==> src/rtl/adc_conv_scheduler.sv <==
`timescale 1ns/1ps
// Serial temperature ADC scheduler: round-robin shares one ADC between two
// requesters, runs the serial command/result frame and returns a tagged result.
module adc_conv_scheduler #(
  parameter int unsigned CLK_DIV = 4,
  parameter int unsigned DATA_W  = 10
) (
  input  logic              clk,
  input  logic              rstc_n,
  input  logic [1:0]        req,
  output logic [1:0]        gnt,
  output logic              busy,
  output logic              result_valid,
  output logic              result_id,
  output logic [DATA_W-1:0] result_data,
  output logic              adc_cs_n,
  output logic              adc_sclk,
  output logic              adc_din,
  input  logic              adc_dout
);

  localparam int unsigned NBITS  = 5 + DATA_W;
  localparam int unsigned DIV_W  = $clog2(CLK_DIV);
  localparam int unsigned BIT_W  = $clog2(NBITS);
  localparam int unsigned HOLD_W = $clog2(2 * CLK_DIV);

  typedef enum logic [2:0] {
    IDLE  = 3'd0,
    ARB   = 3'd1,
    SETUP = 3'd2,
    SHIFT = 3'd3,
    HOLD  = 3'd4
  } state_t;

  state_t              state;
  logic [DIV_W-1:0]    div_cnt;
  logic [BIT_W-1:0]    bit_cnt;
  logic [HOLD_W-1:0]   hold_cnt;
  logic [DATA_W-1:0]   shreg;
  logic                cur_id;
  logic                rr_ptr;
  logic                pick_c;
  logic                div_end_c;
  logic                next_din_c;

  // Single request wins outright; on a tie the pointer names the winner.
  always_comb begin
    pick_c = rr_ptr;
    if (req == 2'b01) pick_c = 1'b0;
    else if (req == 2'b10) pick_c = 1'b1;
  end

  assign div_end_c = (div_cnt == DIV_W'(CLK_DIV - 1));

  // Command bit for the period after the current one: {START, SGL, ODD, MSBF}.
  always_comb begin
    next_din_c = 1'b0;
    if (bit_cnt == BIT_W'(0)) next_din_c = 1'b1;
    else if (bit_cnt == BIT_W'(1)) next_din_c = cur_id;
    else if (bit_cnt == BIT_W'(2)) next_din_c = 1'b1;
  end

  always_ff @(posedge clk or negedge rstc_n) begin
    if (!rstc_n) begin
      state        <= IDLE;
      div_cnt      <= '0;
      bit_cnt      <= '0;
      hold_cnt     <= '0;
      shreg        <= '0;
      cur_id       <= 1'b0;
      rr_ptr       <= 1'b0;
      gnt          <= '0;
      busy         <= 1'b0;
      result_valid <= 1'b0;
      result_id    <= 1'b0;
      result_data  <= '0;
      adc_cs_n     <= 1'b1;
      adc_sclk     <= 1'b0;
      adc_din      <= 1'b0;
    end else begin
      gnt          <= '0;
      result_valid <= 1'b0;
      case (state)
        IDLE: begin
          if (|req) begin
            gnt    <= pick_c ? 2'b10 : 2'b01;
            busy   <= 1'b1;
            cur_id <= pick_c;
            rr_ptr <= ~pick_c;
            state  <= ARB;
          end
        end
        ARB: begin
          adc_cs_n <= 1'b0;
          adc_sclk <= 1'b0;
          adc_din  <= 1'b1;
          div_cnt  <= '0;
          state    <= SETUP;
        end
        SETUP: begin
          if (div_end_c) begin
            div_cnt  <= '0;
            bit_cnt  <= '0;
            adc_sclk <= 1'b1;
            shreg    <= {shreg[DATA_W-2:0], adc_dout};
            state    <= SHIFT;
          end else begin
            div_cnt <= div_cnt + DIV_W'(1);
          end
        end
        SHIFT: begin
          if (div_end_c) begin
            div_cnt <= '0;
            if (adc_sclk) begin
              adc_sclk <= 1'b0;
              adc_din  <= next_din_c;
            end else if (bit_cnt == BIT_W'(NBITS - 1)) begin
              // Only the last DATA_W samples survive in shreg; the null bit is gone.
              adc_cs_n     <= 1'b1;
              adc_din      <= 1'b0;
              result_valid <= 1'b1;
              result_data  <= shreg;
              result_id    <= cur_id;
              hold_cnt     <= '0;
              state        <= HOLD;
            end else begin
              bit_cnt  <= bit_cnt + BIT_W'(1);
              adc_sclk <= 1'b1;
              shreg    <= {shreg[DATA_W-2:0], adc_dout};
            end
          end else begin
            div_cnt <= div_cnt + DIV_W'(1);
          end
        end
        HOLD: begin
          if (hold_cnt == HOLD_W'(2 * CLK_DIV - 1)) begin
            busy  <= 1'b0;
            state <= IDLE;
          end else begin
            hold_cnt <= hold_cnt + HOLD_W'(1);
          end
        end
        default: state <= IDLE;
      endcase
    end
  end

endmodule

==> config.mk <==
export PLATFORM = sky130hd
export DESIGN_NAME = adc_conv_scheduler
export DESIGN_NICKNAME = d
export VERILOG_FILES = /design/src/rtl/adc_conv_scheduler.sv
export SDC_FILE = /design/constraint.sdc
export NUM_CORES = 1
export LEC_CHECK = 0
export ABC_AREA = 1
export CORE_MARGIN = 2
export CORE_UTILIZATION = 49
export CTS_CLUSTER_SIZE = 20
export DETAILED_ROUTE_END_ITERATION = 6
export PLACE_DENSITY_LB_ADDON = 0.08
export SYNTH_ARGS = -nofsm -noshare
export SYNTH_HDL_FRONTEND = slang
export SYNTH_SLANG_ARGS = --single-unit
export TNS_END_PERCENT = 5
==> constraint.sdc <==
create_clock -name clk -period 1.5 [get_ports clk]
set_input_delay 0.3 -clock clk [delete_from_list [all_inputs] [get_ports clk]]
set_output_delay 0.3 -clock clk [all_outputs]
set_load 0.02 [all_outputs]
==> summary.md, run 1 <==
| Metric | Value |
|---|---|
| Nets | roughly 300 |
| Worst EP required | around 1.2 ns |
| Sequential share of power | between 50 and 60% |
| Leading area contributor after synthesis | dfrtp_1 |
| Buffers plus inverters on the worst setup path | 1 |
| Die X | 67.20 um |
| # setup viols final | 0 |
| Switching Fraction | between 20 and 25% |
| ANT cells | 0 |
| Peak Freq | a little under 700 MHz |
| Unique masters post-synth | 22 |
| Max Slew Vio Count | 0 |
| Worst clock skew | ~0.003 ns |
| Max IR drop VDD | between 0.0005 and 0.0006 V |
| Row count | 22 |
| RD Place Congestion | approximately 0.8 |
| Clock Power Share | 39.4% |
| Critical path's slowest cell | dfstp_2 |
| DRC violation count after routing | 0 |
| Reg area | about 0.0011 mm^2 |
| Vias/cell | between 4 and 5 |
| Die area | about 0.0045 mm^2 |
| Via count | 1646 |
| Clock transition at path regs | ~0.08 ns |
| Net Sw Power | 448.0 uW |
| Status | completed |
| Critical Path Max Stage Delay | between 0.5 and 0.6 ns |
| Gate power share | 2.8% |
| Critical Path AT | ~1.2 ns |
| Max-cap viol count | 0 |
| Pin count of the biggest net entering global routing | 23 |
| Clock sink total | 42 |
| Max FO, Critical Path | 2 |
| HP Class | reg -> reg |
| CTS tree | built |
| Mapped cell area | a little under 0.002 mm^2 |
| Gr ovfl total | 0 |
| Worst Setup Path Type | reg -> out |
| DP Area | 0.002370 mm^2 |
| Detail Route Antenna Nets | 0 |
| Final Cycle Share | between 90% and 100% |
| Worst path cell trace | dlygate4sd2_1 |
| Core Footprint | about 0.0037 mm^2 |
| CTS H-tree lvls | 2 |
| Internal power | 1545 uW |
| Warning count from the yosys run | 0 |
| Synthesized Nets | roughly 250 |
| Multi-input gate area | ~830 um^2 |
| Boundary Pins | 23 |
| Least-Margin Pin Slew | between 0.4 and 0.5 ns |
| Sequential element share of the synthesized area | 53.77% |
| Worst-skew pair later-pin latency | 0.30 ns |
| Fillers | ~330 |
| Post-Syn Area per Cell | around 8 um^2 |
| Layout cells sized above 1 | between 15 and 20% |
| Final Instance Area | around 0.0025 mm^2 |
| Drt total wl | approximately 3800 um |
| Critical path's top delay family | flip-flops |
| Area grow syn2layout | 28.13% |
| Post-synthesis cell count | around 240 |
| Slew HR | 66.93% |
| Synthesis-stage register bit count | 42 |
| First-pass GRT wire length | 6527 um |
| Synth top area share | a little over half |
| Die Ht | roughly 67 um |
| Initial Utilization | between 50% and 60% |
| Final hold slack | 0.4652 ns |
| IO buf count | 22 |
| PD cells | about 790 mW/mm^2 |
| RSZ-0062 raised after global routing | no |
| Crit end category | primary output |
| Static leakage | around 0.0014 uW |
| Worst-case clock buffer depth | 2 |
| Vias in the first global route | approximately 1500 |
| Final hold vios | 0 |
| Post-CTS Setup Inserts | 0 |
| Startpoint Class | flip-flop |
| GRT Util Overall | about a fifth |
| Routed wire per std cell | between 10 and 15 um |
| Top cells by area, synth | dfrtp_1 52%, nand2_1 21%, ha_1 4.5%, nor2_1 4.2%, inv_1 3.5% |
| DP HPWL | 2766 um |
| Total CTS buffers | 5 |
| Root buf cell | clkbuf_8 |
| DR pass1 iterations | 4 |
| DR iter-0 viols | 100 |
| Initial antenna violation count | 0 |
| Final critical-path required period | 1.458 ns |
power groups by stage:
stage	combinational (uW)	sequential (uW)	clock (uW)
5_1_grt	64.9	1150	833
6_report	55.2	1150	785
3_3_place_gp	55.3	1170	0
2_1_floorplan	14.0	1170	0
4_1_cts	57.7	1150	801
3_5_place_dp	55.7	1170	0
cell usage in the layout (no fill, tap or decap), types with 2 or more instances in the layout:
| cell | count |
|---|---|
| nor2_4 | 2 |
| clkdlybuf4s50_1 | 3 |
| a21oi_1 | 2 |
| ha_1 | 5 |
| buf_4 | 22 |
| inv_1 | 18 |
| nand3_2 | 3 |
| nand3_1 | 7 |
| nand2_1 | 110 |
| o22ai_1 | 2 |
| dlygate4sd2_1 | 18 |
| nand4_1 | 2 |
| nor2_1 | 20 |
| nand2_4 | 2 |
| clkbuf_8 | 6 |
| o21ai_0 | 10 |
| dfrtp_1 | 41 |
| nor2_2 | 2 |
cell type report:
| type | count | share of cell area [%] |
|---|---|---|
| Clock buffer | 7 | 3.443 |
| Clock inverter | 1 | 0.3493 |
| Inverter | 20 | 3.094 |
| Multi-Input combinational cell | 174 | 33.28 |
| Sequential cell | 42 | 41.97 |
| Tap cell | 48 | 2.395 |
| Timing Repair Buffer | 46 | 15.47 |
cells by family (layout without fill, tap and decap cells):
kind of cell | count (synthesis) | count (layout) | synth area share, %
buffers and inverters | 26 | 74 | 6.266
flip-flops | 42 | 42 | 53.77
adder cells (fa/ha/maj) | 7 | 7 | 4.475
AND/OR/NAND/NOR | 150 | 150 | 30.50
XOR/XNOR | 1 | 1 | 0.4477
AO/OA/AOI/OAI | 16 | 16 | 4.540
repair_timing:
item                                    in CTS  in global routing
pin swaps                                    0                  2
endpoints found under the setup margin      32                 33
endpoints found under the hold margin       19                  0
hold buffers                                 1                  0
resized for setup                           19                 12
per-stage QoR:
stage               total power [uW]  utilization, %  setup slack [ns]  cells  setup TNS, ns
global placement                1230           63.30           -0.1262    329         -1.297
global route                    2052           66.98          0.007459    338              0
detailed placement              1230           63.30           -0.1851    329         -1.766
finish                          1993           66.98           0.04241    338              0
CTS                             2010           65.57         -0.009575    338       -0.01884
floorplan                       1186               -           0.01578    242              0
sequential cells by signal, summed over array words and instances (netlist names):
| register | count |
|---|---|
| result_data | 10 |
| shreg | 10 |
| bit_cnt | 4 |
| hold_cnt | 3 |
| state | 3 |
| div_cnt | 2 |
| gnt | 2 |
| adc_cs_n | 1 |
| adc_din | 1 |
| adc_sclk | 1 |
| busy | 1 |
| cur_id | 1 |
| result_id | 1 |
| result_valid | 1 |
| rr_ptr | 1 |
routing by layer:
layer  GRT usage (%)  vias up  routed length, um
li1                -      848                  -
met1           28.29      753               1899
met2           28.09       37               1623
met3           4.333        8                168
met4           9.949        0                 71
met5               0        -                  0
cell usage after synthesis:
master,instances
inv_2,2
o21ai_0,10
buf_2,2
nand2_1,111
a21oi_1,2
nand4_1,2
nand2_2,2
ha_1,7
inv_1,18
buf_4,2
nand3_1,9
nor2_1,22
o31ai_1,1
nor3_1,1
o22ai_1,2
dfrtp_1,41
dfstp_2,1
nor2_2,2
a22o_1,1
xnor2_1,1
buf_6,2
nand3_2,1
final timing paths:
kind / from / endpoint / slack, ns / cells past startpoint
min reg2reg: adc_cs_n / adc_cs_n / 0.47 / 2
min in group asynchronous: rstc_n / adc_din / 0.49 / 2
max reg2reg: bit_cnt[0] / result_data[2] / 0.12 / 8
max: adc_cs_n / adc_cs_n / 0.04 / 1
max in group asynchronous: rstc_n / shreg[2] / 0.53 / 3
min: adc_cs_n / adc_cs_n / 0.47 / 2
(Power assumes the default switching activity.)
==> run 2, diff against run 1 <==
--- a/config.mk
+++ b/config.mk
@@ -6,7 +6,7 @@
 export NUM_CORES = 1
 export LEC_CHECK = 0
 export ABC_AREA = 1
-export CORE_MARGIN = 2
+export CORE_MARGIN = 4
 export CORE_UTILIZATION = 49
 export CTS_CLUSTER_SIZE = 20
 export DETAILED_ROUTE_END_ITERATION = 6
==> constraint.sdc (replaced) <==
create_clock -name clk -period 1.2 [get_ports clk]
set_input_delay 0.24 -clock clk [delete_from_list [all_inputs] [get_ports clk]]
set_output_delay 0.24 -clock clk [all_outputs]
set_load 0.02 [all_outputs]
==> run 2 against run 1 <==
Compared with the run above: the run now ends with negative setup slack left; register-to-register slack got worse by 0.23 ns; largest power group unchanged; critical endpoint is now bit_cnt[0]; die area rose by 12%; clock power rose by 39%; worst hold slack got worse by 0.038 ns; design area rose by 10%; via count rose by 0.79%; sequential share of layout area fell by 3.7 points; clock skew rose by 0.0040 ns; combinational power rose by 40%; critical path type is now reg -> reg.
==> summary.md, run 2 (synthesis results as in run 1) <==
| Metric | Value |
|---|---|
| Commonest non-fill, non-tap cell in the layout | nand2_1 |
| Worst clock skew | 0.007050 ns |
| DR iter-0 viols | 77 |
| Boundary Pins | 23 |
| Die X | 71.20 um |
| Worst path cell trace | ha_4 -> nand3_4 -> nor2_4 -> nor2_1 -> nand2_2 -> buf_12 -> nand2_1 -> nand2_1 |
| HP Class | in -> async |
| Worst EP required | 1.39 ns |
| Critical path's slowest cell | dfrtp_1 |
| Detail Route Antenna Nets | 0 |
| Final hold vios | 0 |
| Max Slew Vio Count | 0 |
| Sequential share of power | 55.2% |
| IO buf count | 22 |
| Final critical-path required period | 1.312 ns |
| Initial Utilization | 51.89% |
| Net Sw Power | approximately 530 uW |
| Worst-case clock buffer depth | 2 |
| Critical Path Max Stage Delay | roughly 0.43 ns |
| Static leakage | approximately 0.0015 uW |
| Final hold slack | 0.4270 ns |
| Pin count of the biggest net entering global routing | 43 |
| Final WS setup | -0.1120 ns |
| DRC violation count after routing | 0 |
| Gr ovfl total | 0 |
| RD Place Congestion | 0.8284 |
| Root buf cell | clkbuf_8 |
| Least-Margin Pin Slew | 0.3516 ns |
| Most prevalent standard cell on the critical path | nand2_1 |
| Post-Layout Cell Count | roughly 350 |
| Clock sink total | 42 |
| Worst Setup Path Type | reg -> reg |
| Internal power | around 2100 uW |
| Slew HR | approximately three quarters |
| ANT cells | 0 |
| Critical Path AT | around 1.5 ns |
| PD cells | roughly 950 mW/mm^2 |
| Worst-skew pair later-pin latency | around 0.3 ns |
| Violated checks | negative setup slack |
| GRT Util Overall | ~18% |
| First-pass GRT wire length | around 7100 um |
| DR pass1 iterations | 4 |
| Initial antenna violation count | 0 |
| Vias/cell | between 4 and 5 |
| Max FO, Critical Path | 14 |
| Vias in the first global route | 1649 |
| Row count | 22 |
| RSZ-0062 raised after global routing | yes |
| # setup viols final | 32 |
| Status | finished, violations left |
| Nets | 310 |
| Clock transition at path regs | 0.08 ns |
| Core Footprint | 0.003771 mm^2 |
| Gate power share | under 10% |
| CTS H-tree lvls | 2 |
| Total CTS buffers | 5 |
| Layout cells sized above 1 | between 30% and 40% |
| Crit end category | flip-flop |
| Biggest regs | result_data (10), shreg (10), bit_cnt (4) |
| Die Ht | just over 70 um |
| Via count | 1659 |
| Placed cells | 335 |
| Peak Freq | around 760 MHz |
| Switching Fraction | 20.18% |
| Area grow syn2layout | 40.92% |
| Fillers | 295 |
| Die area | just over 0.005 mm^2 |
| Most frequent cells in the layout | 100 x nand2_1, 39 x dfrtp_1, 25 x buf_4 |
| Critical path's top delay family | simple AND/OR/NAND/NOR gates |
| Drt total wl | between 4000 and 5000 um |
| Startpoint Class | flip-flop |
| DP HPWL | around 2800 um |
| Max-cap viol count | 0 |
| Pwr Total | ~2600 uW |
| Max IR drop VDD | 0.0008475 V |
| Routed wire per std cell | about 12 um |
| CTS tree | built |
| Buffers plus inverters on the worst setup path | 1 |
| Clock Power Share | between 40% and 50% |
| Final Cycle Share | 109.3% |
-- run 2: changes by cell type in the layout (fill, tap and decap cells not counted), moves of 4 or more --
| cell | before | now |
|---|---|---|
| buf_6 | 0 | 5 |
| clkdlybuf4s15_2 | 0 | 13 |
| dlygate4sd2_1 | 18 | 0 |
| inv_1 | 18 | 14 |
| inv_2 | 1 | 5 |
| nand2_1 | 110 | 100 |
| nand2_2 | 1 | 11 |
| nand3_1 | 7 | 3 |
| nor2_1 | 20 | 16 |
| nor2_4 | 2 | 7 |
| o21ai_0 | 10 | 4 |
| o21ai_1 | 0 | 5 |
-- run 2: path summary, 6_finish.rpt --
kind / slack, ns / depth (start not counted) / endpoint / startpoint
max: -0.11 / 8 / bit_cnt[0] / bit_cnt[1]
min: 0.43 / 3 / adc_din / rstc_n
max reg2reg: -0.11 / 8 / bit_cnt[0] / bit_cnt[1]
min reg2reg: 0.47 / 2 / adc_cs_n / adc_cs_n
max in group asynchronous: 0.52 / 3 / adc_cs_n / rstc_n
min in group clk: 0.47 / 2 / adc_cs_n / adc_cs_n
-- run 2: cell type report --
cell class	count	area (um^2)	share of cell area (%)
Clock buffer	7	76.32	2.768
Clock inverter	1	30.03	1.089
Inverter	20	77.57	2.813
Multi-Input combinational cell	175	948.4	34.39
Sequential cell	42	1055	38.25
Tap cell	48	60.06	2.178
Timing Repair Buffer	54	510.5	18.51
-- run 2: what timing repair did --
action | CTS | global route
gates cloned | 0 | 1
resized for setup | 77 | 29
pin swaps | 13 | 11
hold buffers | 1 | 0
hold endpoints to repair | 41 | 0
buffers inserted | 2 | 0
setup endpoints to repair | 57 | 57
-- run 2: power groups by stage --
stage / registers, uW / clock network (uW) / logic [uW]
3_3_place_gp: 1470 / 0 / 74.3
6_report: 1440 / 1090 / 77.2
3_5_place_dp: 1470 / 0 / 74.8
5_1_grt: 1440 / 1170 / 88.9
2_1_floorplan: 1460 / 0 / 17.5
4_1_cts: 1440 / 1100 / 78.0
-- run 2: per-layer routing --
| metal | part of all wire [%] | vias up | wire length (um) | global-route usage, % |
|---|---|---|---|---|
| met3 | 3.6 | 10 | 151 | 4.830 |
| met2 | 49 | 25 | 2061 | 28.27 |
| met4 | 1.7 | 0 | 74 | 7.724 |
| li1 | - | 859 | - | - |
| met5 | 0 | - | 0 | 0 |
| met1 | 46 | 765 | 1960 | 22.45 |
-- run 2: tightest hold or removal path: stages --
cell	delay, ns
dlygate4sd3_1	0.52
buf_2	0.12
buf_12	0.23
-- run 2: per-stage QoR --
stage               util, %  setup TNS (ns)  cell area, um^2  setup slack, ns
finish                73.13          -2.983             2758          -0.1120
floorplan                 -          -2.798             1999          -0.1194
CTS                   70.80          -3.666             2670          -0.1352
detailed placement    65.23          -6.662             2460          -0.2394
global placement      65.23          -5.569             2460          -0.2101
global route          73.13          -6.112             2758          -0.2162
==> run 3, diff against run 2 <==
--- a/config.mk
+++ b/config.mk
@@ -7,9 +7,10 @@
 export LEC_CHECK = 0
 export ABC_AREA = 1
 export CORE_MARGIN = 4
-export CORE_UTILIZATION = 49
+export CORE_UTILIZATION = 35
 export CTS_CLUSTER_SIZE = 20
 export DETAILED_ROUTE_END_ITERATION = 6
+export DONT_BUFFER_PORTS = 1
 export PLACE_DENSITY_LB_ADDON = 0.08
 export SYNTH_ARGS = -nofsm -noshare
 export SYNTH_HDL_FRONTEND = slang
==> run 3 against run 2 <==
Compared with the run above: the flow finishes with violations (negative hold slack, negative setup slack); global-route usage is 2.8 points lower; fmax is 0.82% lower; setup slack worse by 0.011 ns; critical endpoint is now shreg[4]; clock-buffer cell count is 2 lower; die area is 35% higher; clock power is 13% lower.
==> summary.md, run 3 (synthesis results as in run 1) <==
| Metric | Value |
|---|---|
| Routed wire per std cell | around 13 um |
| Worst-skew pair later-pin latency | about 0.30 ns |
| Switching Fraction | between 20% and 30% |
| Gr ovfl total | 0 |
| DR iter-0 viols | slightly above 50 |
| Final critical-path required period | around 1.3 ns |
| Net Sw Power | between 500 and 600 uW |
| GRT Util Overall | between 10% and 20% |
| RSZ-0062 raised after global routing | yes |
| RD Place Congestion | roughly 0.75 |
| Buffers plus inverters on the worst setup path | 1 |
| Total CTS buffers | 5 |
| Row count | 26 |
| Initial Utilization | 37.13% |
| Die X | just over 80 um |
| Boundary Pins | 23 |
| Fillers | just over 500 |
| Least-Margin Pin Slew | ~0.32 ns |
| Sequential share of power | roughly three fifths |
| HP Class | in -> async |
| Core Footprint | between 0.005 and 0.006 mm^2 |
| Internal power | roughly 1800 uW |
| Die area | approximately 0.0069 mm^2 |
| Root buf cell | clkbuf_8 |
| Commonest non-fill, non-tap cell in the layout | nand2_1 |
| Violated checks | negative hold slack, negative setup slack |
| Critical Path AT | roughly 1.5 ns |
| Max FO, Critical Path | 7 |
| PD cells | between 900 and 1000 mW/mm^2 |
| Final Instance Area | 0.002620 mm^2 |
| Worst clock skew | 0.006852 ns |
| DRC violation count after routing | 0 |
| Initial antenna violation count | 0 |
| Vias/cell | 4.529 |
| Final WS setup | -0.1228 ns |
| Max IR drop VDD | between 0.0004 and 0.0005 V |
| Worst Setup Path Type | reg -> reg |
| Area grow syn2layout | 33.89% |
| # setup viols final | 33 |
| DP HPWL | roughly 3000 um |
| First-pass GRT wire length | between 7000 and 8000 um |
| Clock Power Share | roughly two fifths |
| Critical Path Max Stage Delay | between 0.4 and 0.5 ns |
| Static leakage | 0.001388 uW |
| Status | finished, violations left |
| Post-Layout Cell Count | 348 |
| CTS H-tree lvls | 2 |
| Most frequent cells in the layout | 88 x nand2_1, 38 x dfrtp_1, 25 x buf_4 |
| Via count | about 1600 |
| Worst-case clock buffer depth | 2 |
| IO buf count | 0 |
| Worst path cell trace | ha_4 -> nand3_4 -> nor2_4 -> nor2_2 -> nand2_4 -> clkbuf_16 -> nand2_1 -> nand2_1 |
| Die Ht | 82.78 um |
| DR pass1 iterations | 4 |
| Gate power share | less than 1% |
| CTS tree | built |
| Startpoint Class | flip-flop |
| Critical path's slowest cell | dfrtp_1 |
| Max-cap viol count | 0 |
| Slew HR | between 70% and 80% |
| Biggest regs | result_data (10), shreg (10), bit_cnt (4) |
| Nets | 289 |
| Drt total wl | 4487 um |
| Detail Route Antenna Nets | 0 |
| Most prevalent standard cell on the critical path | nand2_1 |
| ANT cells | 0 |
| DP Area | around 0.0022 mm^2 |
| Max Slew Vio Count | 0 |
| Worst EP required | ~1.4 ns |
| Pin count of the biggest net entering global routing | 43 |
| Peak Freq | roughly 760 MHz |
| Clock sink total | 42 |
| Clock transition at path regs | ~0.090 ns |
| Layout cells sized above 1 | between 30% and 40% |
| Final hold slack | -0.3815 ns |
| Final hold vios | 42 |
| Crit end category | flip-flop |
| Placed cells | between 300 and 400 |
| Critical path's top delay family | simple AND/OR/NAND/NOR gates |
| Final Cycle Share | 110.2% |
| Vias in the first global route | 1545 |
[run 3: cell count changes in the layout (fill, tap and decap cells not counted), sizes merged]
cell	before	now
clkdlybuf4s15	16	0
clkdlybuf4s50	3	0
clkinv	0	2
buf	34	33
bufinv	1	0
clkbuf	7	6
clkinvlp	0	1
dlygate4sd3	1	0
nor2	25	24
[run 3: through the flow]
| step | total power [uW] | setup WS, ns | TNS, ns | utilization (%) |
|---|---|---|---|---|
| after floorplan | 1482 | -0.1194 | -2.798 | - |
| after global placement | 1488 | -0.2632 | -6.574 | 42.45 |
| after detailed placement | 1489 | -0.2985 | -6.948 | 42.45 |
| after CTS | 2452 | -0.1146 | -3.137 | 46.65 |
| after global routing | 2546 | -0.1832 | -5.536 | 49.72 |
| final | 2408 | -0.1228 | -2.919 | 49.72 |
[run 3: per-layer routing]
| layer | GRT usage (%) | share of wire [%] |
|---|---|---|
| met5 | 0 | 0 |
| met4 | 5.882 | 2.4 |
| met3 | 4.644 | 3.8 |
| met2 | 21.79 | 44 |
| met1 | 20.39 | 49 |
[run 3: path summary, 6_finish.rpt]
kind                       slack (ns)             end  cells past startpoint       start
min                             -0.38      div_cnt[0]                      0      rstc_n
max in group asynchronous        1.41        adc_cs_n                      0      rstc_n
max                             -0.12        shreg[4]                      8  bit_cnt[1]
min reg2reg                      0.47  result_data[9]                      2    shreg[9]
min in group clk                 0.04        shreg[0]                      2    adc_dout
max reg2reg                     -0.12        shreg[4]                      8  bit_cnt[1]
[run 3: timing repair]
action | 4_1_cts | 5_1_grt
pin swaps | 9 | 19
setup endpoints to repair | 39 | 40
cloned | 0 | 1
buffers inserted | 4 | 3
endpoints found under the hold margin | 42 | 42
resized for setup | 29 | 37
[run 3: power by group through the flow]
| stage | Combinational [uW] | Clock (uW) | Sequential (uW) |
|---|---|---|---|
| 4_1_cts | 20.9 | 991 | 1440 |
| 3_5_place_dp | 20.6 | 0 | 1470 |
| 6_report | 21.8 | 945 | 1440 |
| 2_1_floorplan | 17.5 | 0 | 1460 |
| 3_3_place_gp | 20.2 | 0 | 1470 |
| 5_1_grt | 25.9 | 1080 | 1440 |
[run 3: cell type report]
class                           instances  area, um^2  share of cell area [%]
Clock buffer                            5       68.82                   2.627
Tap cell                               70       87.58                   3.343
Clock inverter                          3       21.27                  0.8118
Timing Repair Buffer                   34       332.8                   12.70
Sequential cell                        42        1056                   40.31
Inverter                               20       77.57                   2.961
Multi-Input combinational cell        174       975.9                   37.25
